File: src/rtl/parity_tx.sv
// Odd-parity serial transmitter: start, 8 data bits (din[0] first), parity, stop.
// Define PARITY_ERR_INJECT_EN to add the inj input, which inverts one frame's parity bit.
module parity_tx #(
    parameter int unsigned CLKS_PER_BIT = 4
) (
    input  logic       clk,
    input  logic       rstn,
    input  logic [0:7] din,
    input  logic       wr,
`ifdef PARITY_ERR_INJECT_EN
    input  logic       inj,
`endif
    output logic       sout,
    output logic       busy,
    output logic       done
);

    localparam logic [2:0] IDLE   = 3'd0;
    localparam logic [2:0] START  = 3'd1;
    localparam logic [2:0] DATA   = 3'd2;
    localparam logic [2:0] PARITY = 3'd3;
    localparam logic [2:0] STOP   = 3'd4;

    localparam logic [7:0] LAST = 8'(CLKS_PER_BIT - 1);

    logic [2:0] state_q;
    logic [7:0] cnt_q;
    logic [2:0] idx_q;
    logic [0:7] shreg_q;
    logic       par_q;
    logic       sout_q;
    logic       busy_q;
    logic       done_q;
    logic       flip;
    logic       bit_end;

`ifdef PARITY_ERR_INJECT_EN
    assign flip = inj;
`else
    assign flip = 1'b0;
`endif

    assign bit_end = (cnt_q == LAST);

    // Outputs are registered so sout is glitch-free and moves only on bit boundaries.
    always_ff @(posedge clk) begin
        if (!rstn) begin
            state_q <= IDLE;
            cnt_q   <= 8'd0;
            idx_q   <= 3'd0;
            shreg_q <= 8'd0;
            par_q   <= 1'b0;
            sout_q  <= 1'b1;
            busy_q  <= 1'b0;
            done_q  <= 1'b0;
        end else begin
            done_q <= 1'b0;
            case (state_q)
                IDLE: begin
                    if (wr) begin
                        state_q <= START;
                        cnt_q   <= 8'd0;
                        idx_q   <= 3'd0;
                        shreg_q <= din;
                        par_q   <= (~^din) ^ flip;
                        sout_q  <= 1'b0;
                        busy_q  <= 1'b1;
                    end
                end
                START: begin
                    if (bit_end) begin
                        cnt_q   <= 8'd0;
                        state_q <= DATA;
                        sout_q  <= shreg_q[0];
                        shreg_q <= {shreg_q[1:7], 1'b0};
                    end else begin
                        cnt_q <= cnt_q + 8'd1;
                    end
                end
                DATA: begin
                    if (bit_end) begin
                        cnt_q <= 8'd0;
                        if (idx_q == 3'd7) begin
                            idx_q   <= 3'd0;
                            state_q <= PARITY;
                            sout_q  <= par_q;
                        end else begin
                            idx_q   <= idx_q + 3'd1;
                            sout_q  <= shreg_q[0];
                            shreg_q <= {shreg_q[1:7], 1'b0};
                        end
                    end else begin
                        cnt_q <= cnt_q + 8'd1;
                    end
                end
                PARITY: begin
                    if (bit_end) begin
                        cnt_q   <= 8'd0;
                        state_q <= STOP;
                        sout_q  <= 1'b1;
                    end else begin
                        cnt_q <= cnt_q + 8'd1;
                    end
                end
                STOP: begin
                    if (bit_end) begin
                        cnt_q   <= 8'd0;
                        state_q <= IDLE;
                        busy_q  <= 1'b0;
                        done_q  <= 1'b1;
                    end else begin
                        cnt_q <= cnt_q + 8'd1;
                    end
                end
                default: begin
                    state_q <= IDLE;
                    cnt_q   <= 8'd0;
                    sout_q  <= 1'b1;
                    busy_q  <= 1'b0;
                end
            endcase
        end
    end

    assign sout = sout_q;
    assign busy = busy_q;
    assign done = done_q;

endmodule

File: config.mk
export PLATFORM = sky130hd
export DESIGN_NAME = parity_tx
export DESIGN_NICKNAME = d
export VERILOG_FILES = /design/src/rtl/parity_tx.sv
export SDC_FILE = /design/constraint.sdc
export NUM_CORES = 1
export LEC_CHECK = 0
export ABC_AREA = 1
export BUFFER_PORTS_ARGS = -buffer_cell sky130_fd_sc_hd__buf_2
export CAP_MARGIN = 20
export CORE_MARGIN = 4
export CORE_UTILIZATION = 35
export DETAILED_ROUTE_END_ITERATION = 12
export PLACE_DENSITY = 0.53
export RECOVER_POWER = 50
export SETUP_SLACK_MARGIN = 0.3
export SYNTH_ARGS = -nofsm -noshare
export SYNTH_HDL_FRONTEND = slang
export SYNTH_SLANG_ARGS = --single-unit
File: constraint.sdc
create_clock -name clk -period 2.9 [get_ports clk]
set_input_delay 0.58 -clock clk [delete_from_list [all_inputs] [get_ports clk]]
set_output_delay 0.58 -clock clk [all_outputs]
set_load 0.005 [all_outputs]
==> results of run 1 <==
==> metal layers <==
metal / share of wire (%) / track usage [%] / up-vias
met5: 0 / 0 / -
met4: 1.8 / 5.94 / 0
met3: 4.1 / 1.65 / 4
met2: 41 / 20.4 / 24
met1: 53 / 16.5 / 567
li1: - / - / 735
==> worst min-delay path, stage by stage, from the launching register on <==
cell	delay (ns)
dfxtp_1	0.33
nand2_1	0.06
a21oi_1	0.05
==> synthesized netlist by cell type, drive strengths merged <==
cell type	instances	area [um^2]
xor2	3	26.3
or2	1	6.26
inv	26	97.6
nor2	42	180
xnor2	6	52.6
dfxtp	26	521
a21oi	12	60.1
nand2	75	287
nand3	11	60.1
nor4	1	6.26
o21a	2	15.0
nor3	7	35.0
ha	4	50.1
o21ai	4	20.0
nor3b	1	7.51
o21bai	1	7.51
a211oi	1	7.51
buf	3	27.5
nand4	2	12.5
==> logic make-up after synthesis <==
family | after synthesis | share of synthesized area (%)
and+or+nand+nor | 140 | 40.2
xor gates and xnor gates | 9 | 5.33
AOI/OAI and AO/OA | 20 | 7.45
buffers and inverters | 29 | 8.46
DFF | 26 | 35.2
adders and majority gates | 4 | 3.38
==> power breakdown <==
part           internal, mW  total (mW)  switching (mW)
clock                 0.121       0.239           0.118
sequential            0.440       0.497          0.0572
combinational         0.214       0.640           0.425
total                 0.776        1.38           0.600
==> area by class of cell <==
class,count,area (um^2)
Tap cell,50,62.6
Timing Repair Buffer,13,63.8
Fill cell,438,2440
Sequential cell,26,520
Multi-Input combinational cell,173,821
Inverter,26,97.6
Clock buffer,4,55.1
==> how the worst max path moves through the flow <==
stage | from | endpoint | slack [ns] | cells after the start
after floorplan | cnt_q[0] | shreg_q[0] | 1.41 | 11
after global placement | wr | shreg_q[3] | 1.13 | 10
after detailed placement | wr | shreg_q[2] | 1.15 | 10
after CTS | cnt_q[0] | shreg_q[2] | 1.18 | 10
after global routing | state_q[2] | shreg_q[0] | 0.80 | 9
final | state_q[2] | shreg_q[6] | 1.10 | 9
==> per-stage QoR <==
step           instance area [um^2]  setup slack, ns  util [%]  cells  hold slack, ns
2_1_floorplan                  1480             1.41         -    228           0.448
3_3_place_gp                   1580             1.13      38.9    288           0.464
3_5_place_dp                   1580             1.15      38.9    288           0.463
4_1_cts                        1630             1.18      40.3    292           0.485
5_1_grt                        1620            0.795      39.9    292           0.516
6_report                       1620             1.10      39.9    292           0.482
==> flip-flops by register name (all words and copies together) (netlist names) <==
signal / count
sout: 1
state_q: 3
idx_q: 3
busy: 1
done: 1
par_q: 1
cnt_q: 8
shreg_q: 8
==> impl_metrics.yaml, run 1 <==
outcome:
  status: "complete, no violations"
sta:
  fmax_ghz: 0.555
  final.setup.tns_ns: 0
  skew_ns: 0.00650
  slew_headroom_pct: 58.9
  setup-violations-final: 0
  period_minus_slack_ns: 1.80
  slew_viol_final: 0
  tightest_slew_ns: 0.610
  rsz0062_at_grt: "false"
  finalCritPeriodShare_pct: 62.1
  hold_viol: 0
cts:
  cts_tree: "built"
  root_buffer: "clkbuf_8"
  htree_levels: 1
  cts.sinks: 26
  cts_max_path_buffers: 2
  postCtsSetupBuffers: 0
  postCtsHoldBufs: 0
  clk_latency_ns: 0.27
  numCtsBuffers: 3
  cts.clk_slew.worst_paths_ns: 0.10
  cts_resized: 0
layout:
  syn2layout_area_growth_pct: 9.56
  final_common_cell: "nand2_1"
  drive_gt1_share_pct: 10.7
  diodes: 0
  nets: 258
  final_cell_mix: "nand2_1, nor2_1, dfxtp_1"
run:
  maxCapViolCount: 0
global_routing:
  grt_max_degree: 17
  grt_pass1_wl_um: 5300
  grt_util_all_layers_pct: 12.6
  overflow: 0
  first_global_vias: 1254
  antenna_found_initial: 0
route:
  viasPerCell: 4.55
  drt-initial-drc-count: 115
  wl_um: 2920
  route.detailed.drc: 0
  firstDrtPassIters: 4
  ant_nets: 0
  wl_per_cell_um: 10.0
  num_vias: 1330
floorplan:
  dieArea_um2: 5330
  core-area_um2: 4060
  die_x_um: 73.0
  start_util_pct: 36.4
  rows: 23
  fp.dieH_um: 73.0
  io_pins: 14
worst_setup_path:
  r2r_cells: 9
  r2r-end: "shreg_q[6]"
  arrival_ns: 1.97
  critPathRequiredTime_ns: 3.07
  critPathLaunchType: "flip-flop"
  cp_num_buf_inv: 0
  r2r_start: "state_q[2]"
  cp_max_fo: 16
  rrSetupSlack_ns: 1.10
  crit_type: "reg2reg"
  crit_chain: "nor2_1 > nand3_1 > nand2_1 > nand2_1 > nand2_2 > nor2_4 > nand2_1 > nand2_1 > nor2_1"
  cp_slowest_cell: "dfxtp_1"
  cpPeakStageDelay_ns: 0.47
  crit_top_cell: "nand2_1"
  critPathTopFamily: "simple AND/OR/NAND/NOR gates"
  crit_path_end_kind: "flip-flop"
hold_path:
  hold_path.startpoint: "idx_q[1]"
  min_path_cells: 2
  hold_path_end: "idx_q[1]"
  hold_path_class: "reg2reg"
power:
  powerDensity_nw_per_um2: 849
  ir_worst_vdd_v: 0.000258
  power_leakage_nw: 0.786
  power_mw: 1.38
synthesis:
  syn_nets: 243
  yosysUniqueCellTypes: 25
  ys_seq_area_share_pct: 35.2
  synth.cell_area_um2: 1480
  syn_area_per_cell_um2: 6.49
  synth-seq-cells: 26
  syn_inst: 228
  synth-warning-count: 0
placed_design:
  hpwl_um: 2250
  place_congestion: 0.926
  numPortBuffers: 13
Note: power is estimated with default switching activity, not from simulation.
==> run 2, diff against run 1 <==
--- a/config.mk
+++ b/config.mk
@@ -11,7 +11,7 @@
 export CORE_MARGIN = 4
 export CORE_UTILIZATION = 35
 export DETAILED_ROUTE_END_ITERATION = 12
-export PLACE_DENSITY = 0.53
+export PLACE_DENSITY = 0.55
 export RECOVER_POWER = 50
 export SETUP_SLACK_MARGIN = 0.3
 export SYNTH_ARGS = -nofsm -noshare
==> constraint.sdc (replaced) <==
create_clock -name clk -period 1.6 [get_ports clk]
set_input_delay 0.32 -clock clk [delete_from_list [all_inputs] [get_ports clk]]
set_output_delay 0.32 -clock clk [all_outputs]
set_load 0.005 [all_outputs]
==> impl_metrics.yaml, run 2 (synthesized netlist as in run 1, its figures left out) <==
worst_setup_path:
  crit_type: "reg2reg"
  crit_path_end_kind: "flip-flop"
  critPathLaunch: "cnt_q[0]"
  r2r_start: "cnt_q[0]"
  critPathRequiredTime_ns: 1.76
  cp_max_fo: 6
  arrival_ns: 1.63
  critPathLaunchType: "flip-flop"
route:
  viasPerCell: 4.62
  wl_per_cell_um: 11.1
  route.detailed.drc: 0
  ant_nets: 0
  num_vias: 1428
  wl_um: 3430
  drt-initial-drc-count: 73
  firstDrtPassIters: 4
cts:
  clk_latency_ns: 0.27
  postCtsHoldBufs: 0
  cts_tree: "built"
  cts.clk_slew.worst_paths_ns: 0.10
  htree_levels: 1
  root_buffer: "clkbuf_8"
  cts_max_path_buffers: 2
  cts.sinks: 26
  numCtsBuffers: 3
global_routing:
  grt_pass1_wl_um: 5310
  antenna_found_initial: 0
  grt_util_all_layers_pct: 12.4
  overflow: 0
  first_global_vias: 1254
  grt_max_degree: 17
sta:
  finalCritPeriodShare_pct: 91.5
  hold_viol: 0
  setup-violations-final: 0
  slew_headroom_pct: 82.1
  tightest_slew_ns: 0.266
  slew_viol_final: 0
  fmax_ghz: 0.683
  rsz0062_at_grt: "true"
  final.setup.tns_ns: 0
  skew_ns: 0.00376
  period_minus_slack_ns: 1.46
layout:
  final_cell_mix: "nand2_1, nor2_1, dfxtp_1"
  final_util_pct: 47.7
  finalNonFillerCells: 309
  reg.largest.list: "cnt_q (8), shreg_q (8)"
  fin_area_um2: 1930
  syn2layout_area_growth_pct: 30.8
  drive_gt1_share_pct: 32.4
  final_common_cell: "nand2_1"
  diodes: 0
  nets: 275
placed_design:
  place_congestion: 0.854
  dp.cells: 293
  hpwl_um: 2300
  placed_cell_area_um2: 1660
  numPortBuffers: 13
power:
  power_leakage_nw: 0.890
  powerDensity_nw_per_um2: 1590
  ir_worst_vdd_v: 0.000552
run:
  maxCapViolCount: 0
floorplan:
  dieArea_um2: 5330
  start_util_pct: 36.4
  fp.dieH_um: 73.0
  core-area_um2: 4060
  die_x_um: 73.0
  io_pins: 14
  rows: 23
hold_path:
  hold_path.startpoint: "rstn"
  hold_path_class: "in2reg"
outcome:
  status: "complete, no violations"
-- run 2: cell type report --
type / instances / area [um^2]
Timing Repair Buffer: 30 / 216
Fill cell: 423 / 2120
Sequential cell: 26 / 537
Tap cell: 50 / 62.6
Inverter: 26 / 100
Multi-Input combinational cell: 173 / 963
Clock buffer: 4 / 55.1
-- run 2: where the power goes --
| group | total (mW) | internal, mW | switching [mW] |
|---|---|---|---|
| registers | 0.926 | 0.813 | 0.114 |
| logic | 1.72 | 0.740 | 0.978 |
| clock network | 0.440 | 0.220 | 0.219 |
| total | 3.08 | 1.77 | 1.31 |
-- run 2: stage by stage --
step,power (mW),hold WS (ns),worst slack (ns)
after floorplan,1.95,0.435,0.242
after global placement,2.22,0.457,0.0676
after detailed placement,2.21,0.458,0.0500
after CTS,2.77,0.320,0.163
after global routing,3.36,0.335,0.0367
final,3.08,0.324,0.136
-- run 2: per-layer routing --
layer / share of wire [%] / global-route usage (%) / vias to the layer above
li1: - / - / 770
met1: 50 / 16.5 / 627
met2: 45 / 19.3 / 27
met3: 3.8 / 2.62 / 4
met4: 0.70 / 5.12 / 0
met5: 0 / 0 / -
-- run 2: worst max-delay path, cell delays in order, from the launching register on --
cell,delay [ns]
dfxtp_4,0.37
ha_4,0.15
nand2_4,0.05
nor2_4,0.17
buf_4,0.16
inv_4,0.05
nand2_1,0.05
nand2_1,0.06
nand2_1,0.22
nor2_1,0.08
-- run 2: path summary, 6_finish.rpt --
check,endpoint,slack (ns),cells past startpoint
min,idx_q[0],0.32,3
max,cnt_q[2],0.14,9
min reg2reg,shreg_q[1],0.47,2
max reg2reg,cnt_q[2],0.14,9
-- run 2: timing repair --
action / 4_1_cts / 5_1_grt
endpoints found under the setup margin: 22 / 23
buffers inserted: 1 / 10
gates cloned: 0 / 1
pin swaps: 1 / 10
gates resized for setup: 11 / 32
==> run 3, diff against run 2 <==
--- a/config.mk
+++ b/config.mk
@@ -9,9 +9,9 @@
 export BUFFER_PORTS_ARGS = -buffer_cell sky130_fd_sc_hd__buf_2
 export CAP_MARGIN = 20
 export CORE_MARGIN = 4
-export CORE_UTILIZATION = 35
+export CORE_UTILIZATION = 52
 export DETAILED_ROUTE_END_ITERATION = 12
-export PLACE_DENSITY = 0.55
+export PLACE_DENSITY = 0.75
 export RECOVER_POWER = 50
 export SETUP_SLACK_MARGIN = 0.3
 export SYNTH_ARGS = -nofsm -noshare
==> impl_metrics.yaml, run 3 (synthesized netlist as in run 1, its figures left out) <==
placed_design:
  place_congestion: 0.886
  pre_cts_ws_ns: 0.0774
  numPortBuffers: 13
  hpwl_um: 2230
sta:
  fmax_ghz: 0.667
  setup-violations-final: 0
  final.setup.tns_ns: 0
  period_minus_slack_ns: 1.50
  layout_setup_ws_ns: 0.101
  skew_ns: 0.00170
  slew_headroom_pct: 79.7
  finalCritPeriodShare_pct: 93.7
  rsz0062_at_grt: "true"
  tightest_slew_ns: 0.303
  hold_viol: 0
  slew_viol_final: 0
outcome:
  status: "complete, no violations"
worst_setup_path:
  crit_top_cell: "nor2_4"
  crit_type: "reg2reg"
  cpPeakStageDelay_ns: 0.38
  crit_path_end_kind: "flip-flop"
  arrival_ns: 1.73
  cp_max_fo: 8
  crit_chain: "ha_4 > nand2_4 > nor2_4 > nor2_4 > inv_2 > nand2_2 > nor2_4 > buf_12 > nand2_2 > nand2_1 > nor2_1"
  critPathLaunchType: "flip-flop"
  critPathRequiredTime_ns: 1.83
  cp_slowest_cell: "dfxtp_2"
run:
  maxCapViolCount: 0
layout:
  reg.largest.list: "cnt_q (8), shreg_q (8)"
  drive_gt1_share_pct: 35.1
  syn2layout_area_growth_pct: 29.0
  regArea_um2: 538
  final_common_cell: "nand2_1"
  nets: 276
  final_cell_mix: "nand2_1, nor2_1, dfxtp_1"
  diodes: 0
  multiInputGateArea_um2: 982
  nFillCells: 238
route:
  route.detailed.drc: 0
  wl_um: 3580
  viasPerCell: 5.00
  num_vias: 1450
  ant_nets: 0
  drt-initial-drc-count: 69
  wl_per_cell_um: 12.3
  firstDrtPassIters: 4
cts:
  cts.clk_slew.worst_paths_ns: 0.14
  cts_tree: "built"
  clk_latency_ns: 0.31
  htree_levels: 1
  cts_max_path_buffers: 2
  numCtsBuffers: 3
  root_buffer: "clkbuf_4"
  cts.sinks: 26
  postCtsHoldBufs: 0
floorplan:
  die_x_um: 61.3
  fp.dieH_um: 61.3
  core-area_um2: 2730
  rows: 19
  dieArea_um2: 3760
  start_util_pct: 54.1
  io_pins: 14
global_routing:
  grt_use_met1_pct: 25.8
  met2_usage_pct: 28.7
  grt_pass1_wl_um: 5260
  overflow: 0
  gr-usage-met3_pct: 2.94
  grt_util_all_layers_pct: 18.6
  antenna_found_initial: 0
  first_global_vias: 1209
  grt_max_degree: 17
  grt-busiest-layer: "met2"
power:
  power_mw: 3.00
  powerDensity_nw_per_um2: 1570
  power_leakage_nw: 0.882
  ir_worst_vdd_v: 0.00119
hold_path:
  hold_path_class: "in2reg"
-- run 3: cell types whose count changed in the layout (fill, tap and decap cells not counted), moves of 3 or more --
cell	before	now
clkbuf_8	4	0
nand2_1	63	59
nand2_2	9	13
clkbuf_4	0	3
-- run 3: critical path, delay by kind of cell, from the launching register on --
| family | cells | cell delay (ns) |
|---|---|---|
| DFF | 1 | 0.38 |
| and+or+nand+nor | 8 | 0.66 |
| adders and majority gates | 1 | 0.16 |
| buffers and inverters | 2 | 0.21 |
-- run 3: final timing paths --
path	from	end	slack [ns]	cells after the start
setup reg to reg	cnt_q[0]	shreg_q[7]	0.10	11
setup / recovery	cnt_q[0]	shreg_q[7]	0.10	11
hold / removal	rstn	shreg_q[2]	0.33	3
hold reg to reg	idx_q[1]	idx_q[1]	0.48	2
-- run 3: report_power, final --
group / switching (mW) / internal (mW) / leakage (nW)
logic: 1.03 / 0.769 / 0.650
clock network: 0.190 / 0.0881 / 0.0138
registers: 0.110 / 0.809 / 0.218
total: 1.33 / 1.67 / 0.882
-- run 3: cell type report --
class | count | share of cell area (%)
Tap cell | 31 | 2.03
Timing Repair Buffer | 31 | 11.7
Sequential cell | 26 | 28.2
Clock buffer | 3 | 1.18
Multi-Input combinational cell | 173 | 51.5
Inverter | 26 | 5.38
-- run 3: repair_timing --
| item | CTS | global route |
|---|---|---|
| resized for setup | 18 | 33 |
| endpoints found under the hold margin | 0 | 0 |
| endpoints found under the setup margin | 22 | 24 |
| pin swaps | 6 | 13 |
| setup buffers | 4 | 8 |
| cloned | 0 | 1 |
-- run 3: layer usage --
| layer | wire length [um] | vias to the layer above |
|---|---|---|
| li1 | - | 772 |
| met1 | 1720 | 653 |
| met2 | 1730 | 21 |
| met3 | 95 | 4 |
| met4 | 32 | 0 |
| met5 | 0 | - |
-- run 3: through the flow --
step                      hold slack, ns  cell area (um^2)  std cells  util, %
final                              0.325              1910        290     69.8
after floorplan                    0.435              1520        228        -
after CTS                          0.322              1740        281     63.5
after global routing               0.316              1910        290     69.8
after detailed placement           0.459              1630        274     59.7
after global placement             0.454              1630        274     59.7
